[config.mk]
export PLATFORM = sky130hd
export DESIGN_NAME = not_bist_ctrl
export DESIGN_NICKNAME = d
export VERILOG_FILES = /design/src/rtl/not_bist_pkg.sv /design/src/rtl/not_bist_patgen.sv /design/src/rtl/not_bist_ctrl.sv
export SDC_FILE = /design/constraint.sdc
export NUM_CORES = 1
export LEC_CHECK = 0
export BUFFER_PORTS_ARGS = -buffer_cell sky130_fd_sc_hd__buf_2
export CORE_MARGIN = 2
export CORE_UTILIZATION = 45
export DETAILED_ROUTE_END_ITERATION = 10
export PLACE_DENSITY = 0.66
export SLEW_MARGIN = 20
export SYNTH_ARGS = -nofsm -noshare
export SYNTH_HDL_FRONTEND = slang
export SYNTH_SLANG_ARGS = --single-unit
[constraint.sdc]
create_clock -name clk -period 6.16 [get_ports clk]
set_clock_uncertainty 0.1 [all_clocks]
set_input_delay 0.924 -clock clk [delete_from_list [all_inputs] [get_ports clk]]
set_output_delay 0.924 -clock clk [all_outputs]
set_load 0.03 [all_outputs]
[src/rtl/not_bist_pkg.sv]
// Shared types and constants for the inverter BIST controller.
// LFSR tap table is only consumed when NOT_BIST_LFSR_EN is defined.
package not_bist_pkg;

    typedef enum logic [1:0] {
        IDLE,
        RUN,
        DRAIN,
        DONE
    } state_e;

    typedef enum logic [2:0] {
        ZEROS,
        ONES,
        WALK1,
        WALK0,
        LFSR
    } phase_e;

    localparam int LFSR_COUNT = 64;

    // Tap positions are 1-based bit numbers; 0 means unused.
    function automatic logic [63:0] tap_bits(
        input int a,
        input int b,
        input int c = 0,
        input int d = 0,
        input int e = 0,
        input int f = 0
    );
        logic [63:0] m;
        m = '0;
        if (a > 0) m = m | (64'd1 << (a - 1));
        if (b > 0) m = m | (64'd1 << (b - 1));
        if (c > 0) m = m | (64'd1 << (c - 1));
        if (d > 0) m = m | (64'd1 << (d - 1));
        if (e > 0) m = m | (64'd1 << (e - 1));
        if (f > 0) m = m | (64'd1 << (f - 1));
        return m;
    endfunction

    function automatic logic [63:0] lfsr_taps(input int w);
        case (w)
            4:  return tap_bits(4, 3);
            5:  return tap_bits(5, 3);
            6:  return tap_bits(6, 5);
            7:  return tap_bits(7, 6);
            8:  return tap_bits(8, 6, 5, 4);
            9:  return tap_bits(9, 5);
            10: return tap_bits(10, 7);
            11: return tap_bits(11, 9);
            12: return tap_bits(12, 6, 4, 1);
            13: return tap_bits(13, 4, 3, 1);
            14: return tap_bits(14, 5, 3, 1);
            15: return tap_bits(15, 14);
            16: return tap_bits(16, 15, 13, 4);
            17: return tap_bits(17, 14);
            18: return tap_bits(18, 11);
            19: return tap_bits(19, 6, 2, 1);
            20: return tap_bits(20, 17);
            21: return tap_bits(21, 19);
            22: return tap_bits(22, 21);
            23: return tap_bits(23, 18);
            24: return tap_bits(24, 23, 22, 17);
            25: return tap_bits(25, 22);
            26: return tap_bits(26, 6, 2, 1);
            27: return tap_bits(27, 5, 2, 1);
            28: return tap_bits(28, 25);
            29: return tap_bits(29, 27);
            30: return tap_bits(30, 6, 4, 1);
            31: return tap_bits(31, 28);
            32: return tap_bits(32, 22, 2, 1);
            33: return tap_bits(33, 20);
            34: return tap_bits(34, 27, 2, 1);
            35: return tap_bits(35, 33);
            36: return tap_bits(36, 25);
            37: return tap_bits(37, 5, 4, 3, 2, 1);
            38: return tap_bits(38, 6, 5, 1);
            39: return tap_bits(39, 35);
            40: return tap_bits(40, 38, 21, 19);
            41: return tap_bits(41, 38);
            42: return tap_bits(42, 41, 20, 19);
            43: return tap_bits(43, 42, 38, 37);
            44: return tap_bits(44, 43, 18, 17);
            45: return tap_bits(45, 44, 42, 41);
            46: return tap_bits(46, 45, 26, 25);
            47: return tap_bits(47, 42);
            48: return tap_bits(48, 47, 21, 20);
            49: return tap_bits(49, 40);
            50: return tap_bits(50, 49, 24, 23);
            51: return tap_bits(51, 50, 36, 35);
            52: return tap_bits(52, 49);
            53: return tap_bits(53, 52, 38, 37);
            54: return tap_bits(54, 53, 18, 17);
            55: return tap_bits(55, 31);
            56: return tap_bits(56, 55, 35, 34);
            57: return tap_bits(57, 50);
            58: return tap_bits(58, 39);
            59: return tap_bits(59, 58, 38, 37);
            60: return tap_bits(60, 59);
            61: return tap_bits(61, 60, 46, 45);
            62: return tap_bits(62, 61, 6, 5);
            63: return tap_bits(63, 62);
            64: return tap_bits(64, 63, 61, 60);
            default: return '0;
        endcase
    endfunction

endpackage

[src/rtl/not_bist_patgen.sv]
// Stimulus sequencer: zeros, ones, walking-one, walking-zero and,
// with NOT_BIST_LFSR_EN, a trailing run of LFSR vectors.
module not_bist_patgen
    import not_bist_pkg::*;
#(
    parameter int WIDTH = 32
) (
    input  logic             clk,
    input  logic             rst,
    input  logic             load_i,
    input  logic             adv_i,
    output logic [WIDTH-1:0] vec_o,
    output logic [7:0]       idx_o,
    output logic             last_o
);

    localparam logic [6:0] BMAX = 7'(WIDTH - 1);
`ifdef NOT_BIST_LFSR_EN
    localparam logic [WIDTH-1:0] TAPS = WIDTH'(lfsr_taps(WIDTH));
`endif

    phase_e           phase_q, phase_d;
    logic [6:0]       bit_q, bit_d;
    logic [WIDTH-1:0] vec_q, vec_d;
    logic [7:0]       idx_q;

    always_comb begin
        phase_d = phase_q;
        bit_d   = bit_q;
        vec_d   = vec_q;
        unique case (phase_q)
            ZEROS: begin
                phase_d = ONES;
                vec_d   = '1;
            end
            ONES: begin
                phase_d = WALK1;
                bit_d   = '0;
                vec_d   = WIDTH'(1);
            end
            WALK1: begin
                if (bit_q == BMAX) begin
                    phase_d = WALK0;
                    bit_d   = '0;
                    vec_d   = ~WIDTH'(1);
                end else begin
                    bit_d = bit_q + 7'd1;
                    vec_d = vec_q << 1;
                end
            end
            WALK0: begin
                if (bit_q == BMAX) begin
`ifdef NOT_BIST_LFSR_EN
                    phase_d = LFSR;
                    bit_d   = '0;
                    vec_d   = WIDTH'(1);
`endif
                end else begin
                    bit_d = bit_q + 7'd1;
                    vec_d = {vec_q[WIDTH-2:0], 1'b1};
                end
            end
            LFSR: begin
`ifdef NOT_BIST_LFSR_EN
                bit_d = bit_q + 7'd1;
                vec_d = {vec_q[WIDTH-2:0], ^(vec_q & TAPS)};
`endif
            end
            default: ;
        endcase
    end

    always_ff @(posedge clk) begin
        if (rst || load_i) begin
            phase_q <= ZEROS;
            bit_q   <= '0;
            vec_q   <= '0;
            idx_q   <= '0;
        end else if (adv_i) begin
            phase_q <= phase_d;
            bit_q   <= bit_d;
            vec_q   <= vec_d;
            idx_q   <= idx_q + 8'd1;
        end
    end

`ifdef NOT_BIST_LFSR_EN
    assign last_o = (phase_q == LFSR) && (bit_q == 7'(LFSR_COUNT - 1));
`else
    assign last_o = (phase_q == WALK0) && (bit_q == BMAX);
`endif

    assign vec_o = vec_q;
    assign idx_o = idx_q;

endmodule

[src/rtl/not_bist_ctrl.sv]
// BIST controller for a WIDTH-bit inverter: FSM, response check, counters.
// Build option NOT_BIST_LFSR_EN appends 64 LFSR vectors to each run.
module not_bist_ctrl
    import not_bist_pkg::*;
#(
    parameter int WIDTH = 32
) (
    input  logic             clk,
    input  logic             rst,
    input  logic             start,
    output logic [WIDTH-1:0] dut_in,
    input  logic [WIDTH-1:0] dut_out,
    output logic             busy,
    output logic             done,
    output logic             pass,
    output logic [7:0]       err_count,
    output logic [7:0]       fail_index
);

    state_e           state_q;
    logic             busy_q;
    logic             done_q;
    logic             pass_q;
    logic [7:0]       err_q, err_d;
    logic [7:0]       fidx_q, fidx_d;
    logic [WIDTH-1:0] resp_q;
    logic [WIDTH-1:0] exp_q;
    logic [7:0]       cidx_q;
    logic             chk_q;

    logic             accept;
    logic             adv;
    logic             last;
    logic             mis;
    logic [WIDTH-1:0] vec;
    logic [7:0]       idx;

    assign accept = ((state_q == IDLE) || (state_q == DONE)) && start && !rst;
    assign adv    = (state_q == RUN) && !last;

    not_bist_patgen #(
        .WIDTH(WIDTH)
    ) u_patgen (
        .clk   (clk),
        .rst   (rst),
        .load_i(accept),
        .adv_i (adv),
        .vec_o (vec),
        .idx_o (idx),
        .last_o(last)
    );

    // Response and expectation are both registered one cycle after drive.
    assign mis = chk_q && (resp_q != exp_q);

    always_comb begin
        err_d  = err_q;
        fidx_d = fidx_q;
        if (mis) begin
            if (err_q != 8'hFF) err_d = err_q + 8'd1;
            if (err_q == 8'd0) fidx_d = cidx_q;
        end
    end

    always_ff @(posedge clk) begin
        if (rst) begin
            state_q <= IDLE;
            busy_q  <= 1'b0;
            done_q  <= 1'b0;
            pass_q  <= 1'b0;
            err_q   <= '0;
            fidx_q  <= 8'hFF;
            resp_q  <= '0;
            exp_q   <= '0;
            cidx_q  <= '0;
            chk_q   <= 1'b0;
        end else begin
            chk_q <= 1'b0;
            unique case (state_q)
                IDLE, DONE: begin
                    if (start) begin
                        state_q <= RUN;
                        busy_q  <= 1'b1;
                        done_q  <= 1'b0;
                        pass_q  <= 1'b0;
                        err_q   <= '0;
                        fidx_q  <= 8'hFF;
                    end
                end
                RUN: begin
                    chk_q  <= 1'b1;
                    resp_q <= dut_out;
                    exp_q  <= ~vec;
                    cidx_q <= idx;
                    err_q  <= err_d;
                    fidx_q <= fidx_d;
                    if (last) state_q <= DRAIN;
                end
                DRAIN: begin
                    err_q   <= err_d;
                    fidx_q  <= fidx_d;
                    state_q <= DONE;
                    busy_q  <= 1'b0;
                    done_q  <= 1'b1;
                    pass_q  <= (err_d == 8'd0);
                end
                default: state_q <= IDLE;
            endcase
        end
    end

    assign dut_in     = vec;
    assign busy       = busy_q;
    assign done       = done_q;
    assign pass       = pass_q;
    assign err_count  = err_q;
    assign fail_index = fidx_q;

endmodule

==> results of run 1 <==
per-stage QoR:
stage	util, %	instances	instance area [µm²]	total power (µW)
floorplan	-	673	6050	2280
global placement	49.6	890	6540	2570
detailed placement	49.6	890	6540	2610
CTS	53.9	922	7110	3590
global route	54.1	923	7130	3780
finish	54.1	923	7130	3580
critical path, stage by stage (launching register included):
cell and delay, ps:
dfxtp_1 330, inv_1 120, ha_4 510, inv_1 220, a41oi_4 390, o31a_1 910
inv_1 220, a211oi_4 550, buf_6 270, a21oi_1 90
path summary, 6_finish.rpt:
| path | to |
|---|---|
| setup / recovery | u_patgen.vec_o[28]$_SDFFE_PP0P_ |
| hold reg to reg | exp_q[5]$_SDFFE_PP0P_ |
| setup reg to reg | u_patgen.vec_o[28]$_SDFFE_PP0P_ |
| hold / removal | exp_q[5]$_SDFFE_PP0P_ |
synth_stat cells, drive strengths merged, types with 3 or more instances:
library cell | n | area, µm²
a211oi | 37 | 283
a21oi | 51 | 255
and2 | 4 | 25.0
and3 | 6 | 38.8
and3b | 8 | 70.1
buf | 15 | 72.6
clkbuf | 31 | 116
dfxtp | 143 | 2860
ha | 13 | 163
inv | 11 | 41.3
mux2i | 45 | 450
nand2 | 49 | 184
nand2b | 3 | 18.8
nand3 | 9 | 45.0
nand4 | 14 | 87.6
nor2 | 115 | 432
nor3 | 3 | 15.0
o21ai | 36 | 180
o21bai | 8 | 60.1
or3 | 3 | 18.8
xnor2 | 36 | 315
xor2 | 7 | 61.3
power breakdown:
| group | switching [µW] | total (µW) | internal (µW) |
|---|---|---|---|
| logic | 778 | 1230 | 452 |
| clock network | 376 | 975 | 598 |
| registers | 209 | 1370 | 1160 |
cell families (layout without fill, tap and decap cells):
group	count (synthesis)	count (layout)	synth area share, %
AO/OA/AOI/OAI	145	145	15.1
XOR/XNOR	43	43	6.23
adder cells (fa/ha/maj)	13	13	2.69
buffers and inverters	57	131	3.81
flip-flops	143	143	47.3
multiplexers	46	46	7.70
AND/OR/NAND/NOR	226	226	17.2
sequential cells by signal (all words and copies together) (netlist names):
| signal | flops |
|---|---|
| u_patgen.idx_o | 8 |
| exp_q | 32 |
| done | 1 |
| u_patgen.bit_q | 7 |
| resp_q | 32 |
| pass | 1 |
| chk_q | 1 |
| err_count | 8 |
| state_q | 2 |
| fail_index | 8 |
| u_patgen.vec_o | 32 |
| busy | 1 |
| u_patgen.phase_q | 2 |
| cidx_q | 8 |
metal layers:
metal | part of all wire (%) | vias up | global-route usage [%]
li1 | - | 2456 | -
met1 | 48 | 2316 | 27.2
met2 | 45 | 132 | 30.8
met3 | 5.4 | 15 | 4.85
met4 | 1.3 | 0 | 7.50
met5 | 0 | - | 0
area by class of cell:
class	count	area, µm²
clock buffers	24	492
clock inverters	8	80.1
fillers	1199	6060
inverters	11	41.3
multi-input cells	473	2990
flip-flops and latches	143	2860
well taps	176	220
repair buffers	88	452
==> metrics.md, run 1 <==
| Metric | Value |
|---|---|
| DR WL/cell | `around 15 µm` |
| Vias in the first global route | `4530` |
| DRT iter0 DRCs | `401` |
| Total Routing Usage GR | `20.0%` |
| Crit path from | `state_q[1]$_SDFFE_PP0P_` |
| Commonest cells after routing, fill and taps aside | `dfxtp_1, nor2_1, buf_2, a21oi_1, nand2_1` |
| Hold crit path type | `register to register` |
| Hold Buf Count CTS | `0` |
| Ant. Diodes | `0` |
| Post-DP HPWL | `9.68 mm` |
| Root buf cell | `clkbuf_16` |
| Reg2reg path depth | `9` |
| Synth Instances | `673` |
| R2R Path Start | `state_q[1]$_SDFFE_PP0P_` |
| Net Count, Synth | `between 700 and 800` |
| Final Hold Vio Count | `0` |
| Register area share after synthesis | `47.3%` |
| Via density | `5.33` |
| Horiz. Die Dim | `~120 µm` |
| Avg Inst Size Synth | `around 9 µm²` |
| Ratio of cells with drive above 1 in the final layout | `between 10% and 20%` |
| GR Overflow Total | `0` |
| Post-CTS Resized | `0` |
| Worst R2R Setup Slack | `~2300 ps` |
| Starting Density | `45.8%` |
| I/O Buffers | `85` |
| Final worst slack | `2330 ps` |
| Worst-path fanout max | `41` |
| 1st-pass router iterations | `5` |
| Initial antenna violation count | `0` |
| Period Utilization, post-route | `between 60 and 70%` |
| Die Area | `between 10000 and 15000 µm²` |
| Vias | `slightly below 5000` |
| Max-cap check violation count | `0` |
| CTS tree | `built` |
| Row cnt | `42` |
| Number of routed nets with antenna violations | `0` |
| Hold Worst Slack | `390 ps` |
| Kind of critical path | `register to register` |
| RSZ-0062 raised after global routing | `false` |
| Worst EP arrival | `between 4000 and 5000 ps` |
| Startpoint Class | `register` |
| Leading cell type in the layout, fill and taps excluded | `dfxtp_1` |
| Largest net degree at the start of global routing | `92` |
| Hold_sp | `exp_q[5]$_SDFFE_PP0P_` |
| Power per cell area | `~500 nW/µm²` |
| H-tree depth | `4` |
| Setup TNS | `0 ps` |
| Slew HR | `29.6%` |
| WHS Path Cells | `2` |
| Clk buf depth | `2` |
| First-pass GRT wire length | `22.6 mm` |
| Synthesized area | `6050 µm²` |
| Fin. max-slew vios | `0` |
| Die height | `120 µm` |
| Clk_lat worst skew | `roughly 420 ps` |
| I/O pin count | `86` |
| Synth warn | `0` |
| Post-route DRC | `0` |
| Synth Flop Type | `dfxtp_1` |
| Asr flop ratio synth | `0%` |
| Synth Register Bits | `approximately 140` |
| Synthesis-to-finish area growth | `18.0%` |
| Core area | `13200 µm²` |
| Worst Path Required | `6350 ps` |
| Nets@finish | `782` |
| Max Freq | `0.261 GHz` |
| Worst Max-Slew Pin Slew | `1060 ps` |
| Final min period | `~3800 ps` |
| Unique masters post-synth | `50` |
| Clk slew on worst S/H paths | `60 ps` |
| Post-synth EDFFs | `0` |
| Status | `completed` |
| Clk sink count | `between 100 and 150` |
| Setup Fix Bufs, Post-CTS | `0` |
| Routed Wire Length | `14.2 mm` |
| Final setup fails | `0` |
| Leakage Power | `between 0.002 and 0.003 µW` |
| Routability-driven placement congestion ratio | `0.809` |
| Worst setup EP type | `register` |
| Cts bufs inserted | `17` |
| Peak VDD IR | `between 0.2 and 0.25 mV` |
| Post-Place Worst Slack | `just under 2000 ps` |
Note: power is estimated with default switching activity, not from simulation.
==> run 2, diff against run 1 <==
Settings changed: PLACE_DENSITY 0.66 to 0.69.
Clock period 6.16 ns to 3.5 ns, I/O delays scaled along.
==> metrics.md, run 2 (synthesis gave the netlist of run 1 again) <==
| Metric | Value |
|---|---|
| Ant. Diodes | `0 (unchanged)` |
| Via density | `5.32 (-0.12%)` |
| Max Freq | `0.351 GHz (+35%)` |
| Worst-path fanout max | `34 (-17%)` |
| Hold Buf Count CTS | `0 (unchanged)` |
| Horiz. Die Dim | `120 µm (unchanged)` |
| Routability-driven placement congestion ratio | `0.851 (+5.2%)` |
| Initial antenna violation count | `0 (unchanged)` |
| Total Routing Usage GR | `19.6% (-0.43 points)` |
| Starting Density | `45.8% (unchanged)` |
| Clk sink count | `143 (unchanged)` |
| Nets@finish | `785 (+0.38%)` |
| Core area | `13200 µm² (unchanged)` |
| Root buf cell | `clkbuf_16` |
| Final setup fails | `0 (unchanged)` |
| Clk buf depth | `2 (unchanged)` |
| RSZ-0062 raised after global routing | `false` |
| Startpoint Class | `register` |
| Die height | `120 µm (unchanged)` |
| Peak VDD IR | `0.424 mV (+72%)` |
| 1st-pass router iterations | `5 (unchanged)` |
| I/O pin count | `86 (unchanged)` |
| Leading cell type in the layout, fill and taps excluded | `dfxtp_1` |
| Status | `completed` |
| Commonest cells after routing, fill and taps aside | `dfxtp_1, nor2_1, buf_2, a21oi_1, nand2_1` |
| Vias in the first global route | `4569 (+0.86%)` |
| Largest net degree at the start of global routing | `61 (-34%)` |
| I/O Buffers | `85 (unchanged)` |
| Hold Worst Slack | `237 ps (-153 ps)` |
| Period Utilization, post-route | `81.3% (+19 points)` |
| Worst setup EP type | `register` |
| Routed Wire Length | `14.0 mm (-1.5%)` |
| Worst EP arrival | `3010 ps (-1020 ps)` |
| GR Overflow Total | `0 (unchanged)` |
| Die Area | `14400 µm² (unchanged)` |
| Setup Fix Bufs, Post-CTS | `0 (unchanged)` |
| DR WL/cell | `15.1 µm (-1.8%)` |
| Cts bufs inserted | `17 (unchanged)` |
| Setup TNS | `0 ps (unchanged)` |
| Vias | `4929 (+0.20%)` |
| Post-DP HPWL | `9.70 mm (+0.18%)` |
| Fillers | `1161 (-3.2%)` |
| Synthesis-to-finish area growth | `18.0% (about the same)` |
| Clk slew on worst S/H paths | `60 ps (about the same)` |
| Finished Core Util | `54.1% (about the same)` |
| Worst Max-Slew Pin Slew | `915 ps (-140 ps)` |
| Final min period | `2850 ps (-988 ps)` |
| First-pass GRT wire length | `22.4 mm (-0.85%)` |
| Multi-input logic area | `2980 µm² (-0.25%)` |
| Slew HR | `39.0% (+9.4 points)` |
| H-tree depth | `4 (unchanged)` |
| DRT iter0 DRCs | `362 (-9.7%)` |
| Leakage Power | `0.00291 µW (+0.60%)` |
| Final Hold Vio Count | `0 (unchanged)` |
| Worst Path Required | `3660 ps (-2690 ps)` |
| Kind of critical path | `register to register` |
| Row cnt | `42 (unchanged)` |
| Storage element area | `2860 µm² (unchanged)` |
| Fin. max-slew vios | `0 (unchanged)` |
| CTS tree | `built` |
| Ratio of cells with drive above 1 in the final layout | `17.9% (+0.60 points)` |
| Hold crit path type | `input port to register` |
| Clk_lat worst skew | `430 ps (about the same)` |
| Max-cap check violation count | `0 (unchanged)` |
| Number of routed nets with antenna violations | `0 (unchanged)` |
| Power per cell area | `884 nW/µm² (+76%)` |
| Post-CTS Resized | `0 (unchanged)` |
| Post-route DRC | `0 (unchanged)` |
==> run 2: cell count changes in the layout (fill, tap and decap cells not counted), sizes merged <==
cell and delta:
clkbuf -4, buf +3, inv +2, clkinv +3
clkinvlp -1
==> run 2: final cells by class <==
class                      count  share of cell area (%)
inverter                      11                   0.578
tap                          176                    3.09
sequential                   143                    40.1
clock inverter                12                    1.52
timing repair buffer          91                    6.59
clock buffer                  20                    6.40
multi-input combinational    473                    41.7
==> run 2: power breakdown <==
part	switching, µW	total, µW	internal (µW)
sequential	365	2410	2040
combinational	1380	2180	796
clock	701	1720	1020
==> run 2: final timing paths <==
kind | from | to | slack, ps | depth (start not counted)
hold reg to reg | pass$_SDFFE_PP0P_ | pass$_SDFFE_PP0P_ | 390 | 2
setup reg to reg | u_patgen.phase_q[0]$_SDFFE_PP0P_ | u_patgen.vec_o[31]$_SDFFE_PP0P_ | 650 | 9
setup / recovery | u_patgen.phase_q[0]$_SDFFE_PP0P_ | u_patgen.vec_o[31]$_SDFFE_PP0P_ | 650 | 9
hold / removal | dut_out[5] | resp_q[5]$_SDFFE_PP0P_ | 240 | 3
==> run 2: routing by layer <==
metal	track usage [%]	up-vias	share of wire [%]
li1	-	2449	-
met2	31.2	134	46
met3	4.99	20	5.0
met1	25.7	2326	47
met5	0	-	0
met4	7.21	0	1.5
==> run 2: worst max-delay path, stage by stage, from the launching register on <==
cell and delay [ps]:
dfxtp_1 350, inv_1 120, ha_1 260, or2_2 550
o31a_1 190, buf_4 280, inv_1 150, a211oi_4 210
buf_4 340, a221oi_1 130
==> run 2: per-stage QoR <==
| stage | std cells | setup WS, ps | total power [µW] | cell area [µm²] |
|---|---|---|---|---|
| finish | 926 | 653 | 6310 | 7140 |
| global route | 926 | 462 | 6650 | 7140 |
| CTS | 926 | 656 | 6340 | 7140 |
| detailed placement | 894 | 668 | 4610 | 6570 |
| global placement | 894 | 800 | 4530 | 6570 |
| floorplan | 673 | 1210 | 4010 | 6050 |
